<file path="src/rtl/cdc1_ctrl_pkg.sv">
// Shared types and constants for the cdc1 bank drive controller.
// Optional shadow/skip feature is enabled by defining CDC1_CTRL_SHADOW_EN.
package cdc1_ctrl_pkg;

    typedef enum logic [1:0] {
        ST_IDLE  = 2'd0,
        ST_DRIVE = 2'd1,
        ST_DEAD  = 2'd2,
        ST_SKIP  = 2'd3
    } state_t;

    // Idle levels of the cdc1 gates: pull-up (active-low) and pull-down (active-high) both off.
    localparam logic I1_OFF = 1'b1;
    localparam logic I2_OFF = 1'b0;

    localparam int MIN_PULSE = 1;
    localparam int MIN_DEAD  = 1;

endpackage

</file>
<file path="src/rtl/cdc1_rr_arb.sv">
// Round-robin arbiter: first requesting channel at or after ptr wins.
// Produces a one-hot grant, its index and a valid flag.
module cdc1_rr_arb
    import cdc1_ctrl_pkg::*;
#(
    parameter int NCH = 4,
    parameter int IW  = 2
) (
    input  logic [NCH-1:0] req,
    input  logic [IW-1:0]  ptr,
    output logic [NCH-1:0] gnt,
    output logic [IW-1:0]  idx,
    output logic           valid
);

    int j;

    always_comb begin
        // NOTE: every variable written here gets a default first, so no path leaves a latch.
        gnt   = '0;
        idx   = '0;
        valid = 1'b0;
        j     = 0;
        for (int i = 0; i < NCH; i++) begin
            j = int'(ptr) + i;
            if (j >= NCH) j = j - NCH;
            if (!valid && req[j]) begin
                valid  = 1'b1;
                gnt[j] = 1'b1;
                idx    = IW'(j);
            end
        end
    end

endmodule

</file>
<file path="src/rtl/cdc1_drive_ctrl.sv">
// Sequencer/round-robin arbiter driving one cdc1 cell at a time with pulse + dead interval.
// Define CDC1_CTRL_SHADOW_EN to skip re-driving a cell already known to hold the target level.
module cdc1_drive_ctrl
    import cdc1_ctrl_pkg::*;
#(
    parameter int NCH = 4,
    parameter int PW  = 8,
    parameter int DW  = 4
) (
    input  logic           clk,
    input  logic           rst,
    input  logic [NCH-1:0] req,
    input  logic [NCH-1:0] val,
    input  logic [PW-1:0]  pulse_len,
    input  logic [DW-1:0]  dead_len,
    output logic [NCH-1:0] ack,
    output logic           busy,
    output logic [NCH-1:0] i1,
    output logic [NCH-1:0] i2
);

    localparam int IW = (NCH > 1) ? $clog2(NCH) : 1;

    state_t         state, state_nxt;
    logic [IW-1:0]  ptr, ptr_nxt;
    logic [NCH-1:0] cur_gnt, cur_gnt_nxt;
    logic           cur_val, cur_val_nxt;
    logic [PW-1:0]  p_cnt, p_cnt_nxt;
    logic [DW-1:0]  d_cnt, d_cnt_nxt;
    logic [NCH-1:0] i1_nxt, i2_nxt, ack_nxt;
    logic           busy_nxt;

    logic [NCH-1:0] arb_gnt;
    logic [IW-1:0]  arb_idx;
    logic           arb_valid;

    cdc1_rr_arb #(.NCH(NCH), .IW(IW)) u_arb (
        .req   (req),
        .ptr   (ptr),
        .gnt   (arb_gnt),
        .idx   (arb_idx),
        .valid (arb_valid)
    );

`ifdef CDC1_CTRL_SHADOW_EN
    logic [NCH-1:0] vo_valid, vo_valid_nxt;
    logic [NCH-1:0] vo_est, vo_est_nxt;
`endif

    always_comb begin
        state_nxt   = state;
        ptr_nxt     = ptr;
        cur_gnt_nxt = cur_gnt;
        cur_val_nxt = cur_val;
        p_cnt_nxt   = p_cnt;
        d_cnt_nxt   = d_cnt;
        i1_nxt      = {NCH{I1_OFF}};
        i2_nxt      = {NCH{I2_OFF}};
        ack_nxt     = '0;
`ifdef CDC1_CTRL_SHADOW_EN
        vo_valid_nxt = vo_valid;
        vo_est_nxt   = vo_est;
`endif
        case (state)
            ST_IDLE: begin
                if (arb_valid) begin
                    cur_gnt_nxt = arb_gnt;
                    cur_val_nxt = val[arb_idx];
                    ptr_nxt     = (arb_idx == IW'(NCH - 1)) ? '0 : arb_idx + IW'(1);
                    // Counters hold (len-1); a zero length behaves as the minimum.
                    p_cnt_nxt   = (pulse_len == '0) ? '0 : pulse_len - PW'(MIN_PULSE);
                    d_cnt_nxt   = (dead_len == '0) ? '0 : dead_len - DW'(MIN_DEAD);
`ifdef CDC1_CTRL_SHADOW_EN
                    if (vo_valid[arb_idx] && (vo_est[arb_idx] == val[arb_idx])) begin
                        state_nxt = ST_SKIP;
                        ack_nxt   = arb_gnt;
                    end else
`endif
                    begin
                        state_nxt = ST_DRIVE;
                        if (val[arb_idx]) i1_nxt = ~arb_gnt;
                        else              i2_nxt = arb_gnt;
                    end
                end
            end
            ST_DRIVE: begin
                if (p_cnt == '0) begin
                    state_nxt = ST_DEAD;
                    ack_nxt   = cur_gnt;
`ifdef CDC1_CTRL_SHADOW_EN
                    vo_valid_nxt = vo_valid | cur_gnt;
                    vo_est_nxt   = (vo_est & ~cur_gnt) | (cur_val ? cur_gnt : '0);
`endif
                end else begin
                    p_cnt_nxt = p_cnt - PW'(1);
                    if (cur_val) i1_nxt = ~cur_gnt;
                    else         i2_nxt = cur_gnt;
                end
            end
            ST_DEAD: begin
                if (d_cnt == '0) state_nxt = ST_IDLE;
                else             d_cnt_nxt = d_cnt - DW'(1);
            end
`ifdef CDC1_CTRL_SHADOW_EN
            ST_SKIP: state_nxt = ST_IDLE;
`endif
            default: state_nxt = ST_IDLE;
        endcase
        busy_nxt = (state_nxt != ST_IDLE);
    end

    always_ff @(posedge clk) begin
        // NOTE: state and outputs use non-blocking assignments so every flop samples pre-edge values.
        if (rst) begin
            state   <= ST_IDLE;
            ptr     <= '0;
            cur_gnt <= '0;
            cur_val <= 1'b0;
            p_cnt   <= '0;
            d_cnt   <= '0;
            i1      <= {NCH{I1_OFF}};
            i2      <= {NCH{I2_OFF}};
            ack     <= '0;
            busy    <= 1'b0;
        end else begin
            state   <= state_nxt;
            ptr     <= ptr_nxt;
            cur_gnt <= cur_gnt_nxt;
            cur_val <= cur_val_nxt;
            p_cnt   <= p_cnt_nxt;
            d_cnt   <= d_cnt_nxt;
            i1      <= i1_nxt;
            i2      <= i2_nxt;
            ack     <= ack_nxt;
            busy    <= busy_nxt;
        end
    end

`ifdef CDC1_CTRL_SHADOW_EN
    always_ff @(posedge clk) begin
        // NOTE: only vo_valid needs clearing; vo_est is ignored until its valid bit is set.
        if (rst) begin
            vo_valid <= '0;
        end else begin
            vo_valid <= vo_valid_nxt;
        end
        vo_est <= vo_est_nxt;
    end
`endif

endmodule
</file>
<file path="config.mk">
export PLATFORM = sky130hd
export DESIGN_NAME = cdc1_drive_ctrl
export DESIGN_NICKNAME = d
export VERILOG_FILES = /design/src/rtl/cdc1_ctrl_pkg.sv /design/src/rtl/cdc1_rr_arb.sv /design/src/rtl/cdc1_drive_ctrl.sv
export SDC_FILE = /design/constraint.sdc
export NUM_CORES = 1
export LEC_CHECK = 0
export ABC_CLOCK_PERIOD_IN_PS = 2500
export CAP_MARGIN = 20
export CORE_MARGIN = 2
export CORE_UTILIZATION = 49
export CTS_CLUSTER_DIAMETER = 120
export DETAILED_ROUTE_END_ITERATION = 8
export GPL_ROUTABILITY_DRIVEN = 0
export PLACE_DENSITY_LB_ADDON = 0.1
export SLEW_MARGIN = 20
export SYNTH_ARGS = -nofsm -noshare
export SYNTH_HDL_FRONTEND = slang
export SYNTH_SLANG_ARGS = --single-unit
</file>
<file path="constraint.sdc">
create_clock -name clk -period 2.5 [get_ports clk]
set_clock_uncertainty 0.1 [all_clocks]
set_input_delay 0.5 -clock clk [delete_from_list [all_inputs] [get_ports clk]]
set_output_delay 0.5 -clock clk [all_outputs]
set_load 0.01 [all_outputs]
</file>
Word-level counts from Yosys, hierarchy flattened
Index checks and enable logic that the tools add are counted.
{ "totals": {"ff_bits": 34, "word_cells": 131, "in_bits": 22, "out_inout_bits": 13} }
{ "classes": {"magnitude_cmp": 13, "n_addsub": 12, "n_eq_ne": 6, "muxes": 61, "n_reduce_logical": 22, "bitwise_logic": 7} }
{ "ops": {"columns": ["operator", "n"], "rows": [
  [">= comparator 32 x 1 -> 1 bit (second input constant)", 4],
  ["less-than comparator 32 x 4 -> 1 bit (second input constant)", 4],
  ["2-to-1 mux 32 bit", 4],
  [">= comparator 32 x 4 -> 1 bit (second input constant)", 3],
  ["subtractor 32 x 4 -> 32 bit (second input constant)", 3],
  ["2-to-1 mux 4 bit", 15],
  ["2-to-1 mux 8 bit", 3],
  ["one-hot mux 4 bit (2 select lines)", 3],
  ["2-to-1 mux 1 bit", 17],
  ["zero test 8 bit", 2],
  ["2-to-1 mux 2 bit", 8],
  ["one-hot mux 8 bit (2 select lines)", 1],
  ["subtractor 8 x 1 -> 8 bit (second input constant)", 2],
  ["bitwise OR 4 bit", 3],
  ["binary-select mux 1 bit (select 2 bit)", 5],
  ["demux 1 bit (select 2 bit)", 4],
  ["zero test 4 bit", 2],
  ["inverter 4 bit", 2],
  ["subtractor 4 x 1 -> 4 bit (second input constant)", 2],
  ["logical AND 1 bit", 7],
  ["adder 2 x 2 -> 3 bit (second input constant)", 2],
  ["!= test 2 bit (second input constant)", 3],
  ["one-hot mux 2 bit (3 select lines)", 1],
  ["AND reduction 3 bit", 2],
  ["13 further kinds", 19]
]} }

Depth between registers and ports, before layout
{ "logic_depth": {"depth_word": 20, "depth_mapped": 11, "depth_no_buf": 8} }

Cells and area by module
A second synthesis with hierarchy kept.
{ "unflattened": {"hier_cells": 258, "area_unflattened_um2": 2269.7} }
{ "by_module_without_submodules": {"columns": ["mod", "cells_per_inst", "seq_area_each_um2", "area_per_inst_um2", "n_inst"], "rows": [
  ["cdc1_drive_ctrl", 210, 680.7, 1809.2, 1],
  ["cdc1_rr_arb", 48, 0.0, 460.4, 1]
]} }

Least setup slack after synthesis
OpenSTA, ideal clock, no wires.
{ "synth_timing": {"kind": "register -> register", "startpoint": "reg ptr[0]", "endpoint": "reg i2[1]", "t_required_ps": 2283, "path_slack_ps": -100, "path_buffers": 2, "setup_time_ps": 117, "arrival_ps": 2383, "path_stages_with_launch": 11, "synth_period_minus_slack_ps": 2600, "path_cell_list": "dfxtp_1 -> buf_6 -> inv_1 -> ha_1 -> buf_2 -> mux4_2 -> a21oi_2 -> or4b_2 -> nand4_1 -> mux2i_1 -> a32o_1"} }
{ "synth_via": {"elab_chain_len": 20, "elab_cells_between_ends": 73, "cone_classes": "add/sub (7); order compare (12); mux (41); bitwise (3); reduce/logical (10)"} }
{ "synth_lines": {"columns": ["item", "line_no", "source"], "rows": [
  ["start: declaration", "cdc1_drive_ctrl.sv:25", "logic [IW-1:0] ptr, ptr_nxt;"],
  ["start signal: assignment", "cdc1_drive_ctrl.sv:127", "ptr <= ptr_nxt;"],
  ["branches (longest 18 deep; another with subtractor 32 x 4 -> 32 bit)", null, null],
  ["2-to-1 mux 4 bit (*)", "cdc1_drive_ctrl.sv:66", "if (arb_valid) begin"],
  ["one-hot mux 4 bit (2 select lines) (*)", "cdc1_drive_ctrl.sv:64", "case (state)"],
  ["end signal: assignment", "cdc1_drive_ctrl.sv:122", "i2 <= {NCH{I2_OFF}};"],
  ["end signal: assignment", "cdc1_drive_ctrl.sv:133", "i2 <= i2_nxt;"],
  ["end: declaration", "cdc1_drive_ctrl.sv:19", "output logic [NCH-1:0] i2"]
]} }
Mark *: on every way between the ends. The select of a mux whose other input is x is not followed.
A chain may end at the register's enable or synchronous reset.

Worst setup path in the final report
{ "layout_timing": {"startpoint": "reg ptr[1]", "endpoint": "reg i2[1]"} }
The elaborated chain is that of the path after synthesis.

==> key figures <==
Run status
  • Status: completed

CTS
  • CTS Buf Count: 5
  • CTS H-Tree Depth: 2
  • Clk sink count: 34
  • CTS tree: yes
  • Clk slew on worst S/H paths: 0.08 ns
  • Clk buf depth: 2
  • Clk root buf: clkbuf_8
  • Worst-Skew Late Latency: a little under 0.3 ns
  • Post-CTS Hold Fix Bufs: 0

Setup path
  • Worst Path Class, Setup: flip-flop to flip-flop
  • Worst path slowest cell: or4b_2
  • Max stage delay on crit path: 0.64 ns
  • Crit path required time: about 2.6 ns
  • FF-to-FF path depth: 8
  • RR Startpoint: ptr[1]
  • CP endpoint kind: flip-flop
  • Internal reg-to-reg setup slack: ~0.11 ns
  • Reg-to-reg endpoint: i2[1]
  • Startpoint type of the worst setup path: flip-flop
  • WP data arrival: 2.48 ns
  • Cell Chain, Critical Path: inv_1 -> ha_4 -> mux2_2 -> a21oi_2 -> or4b_2 -> nand4_1 -> mux2i_2 -> a32o_1
  • Crit-path max FO: 7

Layout
  • Diode count: 0
  • Area Overhead vs Synth: 33.15%
  • # nets final: around 370
  • Commonest non-fill, non-tap cell in the layout: dfxtp_1
  • Fraction of layout cells with a size suffix above 1: about a fifth
  • Most frequent cells in the layout: dfxtp_1 (33), nor2_1 (30), clkdlybuf4s50_1 (30), buf_4 (30), nand2_1 (26)
  • Fillers: 371
  • Final Cell Area: approximately 3000 um2

Timing
  • RSZ-0062 raised after global routing: no
  • Max Transition Viols Final: 0
  • Setup Viol. Count Final: 0
  • Worst Max-Slew Pin Slew: roughly 0.7 ns
  • Hold Slack: ~0.38 ns
  • Final Hold Viols: 0
  • Final period util: between 90 and 100%
  • Fin crit period: 2.391 ns
  • Relative slew slack: a little over half
  • Final setup TNS: 0 ns
  • F_max: about 420 MHz

GRT
  • Busiest grt layer: met2
  • Grt met3 use: 3.516%
  • Grt ovf: 0
  • Vias in the first global route: between 1.5k and 2k
  • Initial antenna violation count: 0
  • Largest net degree at the start of global routing: 22
  • GR Util met1: 28.45%
  • First-pass GRT wire length: between 8 and 9 mm
  • All-Layer GR Usage: between 20% and 30%
  • M2 GR Usage: between 30% and 40%

Power
  • Peak VDD IR: approximately 0.79 mV
  • Pleak: roughly 1.2 nW
  • Power per cell area: between 1000 and 1500 nW/um2

Synthesis
  • Synthesized cell area: between 2000 and 2500 um2
  • Mapped Nets: between 300 and 400
  • Post-synthesis sequential area ratio: 30.16%
  • Synth unique cells: 56
  • Synth warn: 0
  • Yosys reg bits: 34
  • Ys flop type: dfxtp_1
  • Area share of the largest cell type after synthesis: 30.16%
  • Synth Area per Inst: between 8 and 9 um2
  • Cell count after synthesis: ~280
  • Synth area leader: dfxtp_1
  • Post-synth EDFFs: 0
  • Dominant cells by area after synthesis: dfxtp_1 (30%), nor2_1 (5.0%), o21ai_0 (4.4%)
  • Fraction of registers with async set/reset: 0%

Detailed routing
  • Wire per inst: about 14 um
  • DRT Wirelength: between 5 and 6 mm
  • # DRC: 0
  • Post-DRT Antenna Nets: 0
  • Vias per cell: 5.854
  • Vias post-DR: around 2.3k
  • Iteration-0 DRC Markers: ~180
  • TritonRoute pass-1 iters: 4

Worst hold path
  • Hold Path Stages: 2
  • Hold_sp: p_cnt[7]
  • Hold Path Class: flip-flop to flip-flop
  • Hold Path End: p_cnt[7]

Flow run
  • Max-Cap Viols: 0

Floorplan
  • Die height: slightly above 70 um
  • I/O pin total: 35
  • CORE AREA: around 4400 um2
  • Rows: 24
  • Initial Utilization: between 50% and 60%
  • Die ar.: 5165 um2
  • Die W: 71.87 um

Place
  • DP Wirelength: between 4 and 5 mm
  • Port bufs: 34
  • Placed Area: 2829 um2
-- routing by layer --
metal	part of all wire, %	wire length (um)
met1	46	2461
met2	47	2513
met3	4.3	228
met4	1.7	89
met5	0	0
-- layout make-up --
class / count / area, um2 / area share, %
Inverter: 12 / 45.04 / 1.499
Clock inverter: 3 / 68.82 / 2.290
Multi-Input combinational cell: 219 / 1489 / 49.54
Clock buffer: 5 / 68.82 / 2.290
Timing Repair Buffer: 66 / 586.8 / 19.53
Tap cell: 52 / 65.06 / 2.165
Sequential cell: 34 / 681.9 / 22.69
-- Yosys cell counts, drive strengths merged, types with 2 or more instances --
library cell  number
a32o               2
and2               5
a22o               2
and3               2
nor2b              5
a32oi              2
o21ai             21
ha                 7
mux4               3
nand4              4
o32ai              2
nor3b              3
buf                6
or4b               2
inv               12
a211oi             5
clkbuf             8
o211ai             4
a221o              4
nor3              10
nand2             26
a21oi             18
nand2b             7
or3                2
mux2               5
o31ai              4
mux2i              4
dfxtp             34
o221ai             2
a21o               2
nor4               3
nand3              6
a311oi             4
nor2              30
xnor2              7
a22oi              5
-- report_power, final --
part | switching, W | internal [W]
Combinational | 0.00101 | 0.000974
Sequential | 0.000116 | 0.000698
Clock | 0.000219 | 0.000400
Total | 0.00134 | 0.00207
-- per-stage QoR --
stage | total power, W | worst slack (ns) | instances | utilization (%)
after CTS | 0.003379 | 0.008067 | 390 | 68.21
final | 0.003414 | 0.1086 | 391 | 68.55
after floorplan | 0.002167 | 0.01479 | 279 | -
after global routing | 0.003654 | 0.005494 | 391 | 68.55
after global placement | 0.002681 | -0.2655 | 382 | 64.53
after detailed placement | 0.002709 | -0.3491 | 382 | 64.53
-- worst max-delay path, delay by kind of cell, from the launching register on --
kind | cells | cell delay [ns]
compound gates | 2 | 0.35
simple gates | 2 | 0.78
fa+ha+maj | 1 | 0.27
buf+inv | 1 | 0.08
flops | 1 | 0.34
mux | 2 | 0.37
-- cell families (layout without fill, tap and decap cells) --
family	after synthesis	in the layout	share of synthesized area (%)
buffers and inverters	26	86	5.543
AO/OA/AOI/OAI	82	82	25.00
flip-flops	34	34	30.16
AND/OR/NAND/NOR	111	111	25.28
XOR/XNOR	7	7	2.716
multiplexers	12	12	7.427
adder cells (fa/ha/maj)	7	7	3.880
-- worst max path at each step --
stage	start	to	slack, ns	depth (start not counted)
after global routing	ptr[0]	i2[3]	0.005	8
after floorplan	ptr[0]	i2[1]	0.01	10
after CTS	req[0]	i2[1]	0.008	8
after detailed placement	req[2]	i2[0]	-0.35	8
after global placement	req[2]	i2[1]	-0.27	7
final	ptr[1]	i2[1]	0.11	8
-- state kept, by name, summed over array words and instances (netlist names) --
register  flops
ack           4
busy          1
cur_gnt       4
cur_val       1
d_cnt         4
i1            4
i2            4
p_cnt         8
ptr           2
state         2
-- what timing repair did --
action / in CTS / in global routing
pin swaps: 0 / 1
endpoints found under the setup margin: 4 / 9
gates resized for setup: 9 / 3
cloned: 0 / 0
buffers inserted: 0 / 1
No activity file was read; power rests on OpenSTA's default activity.
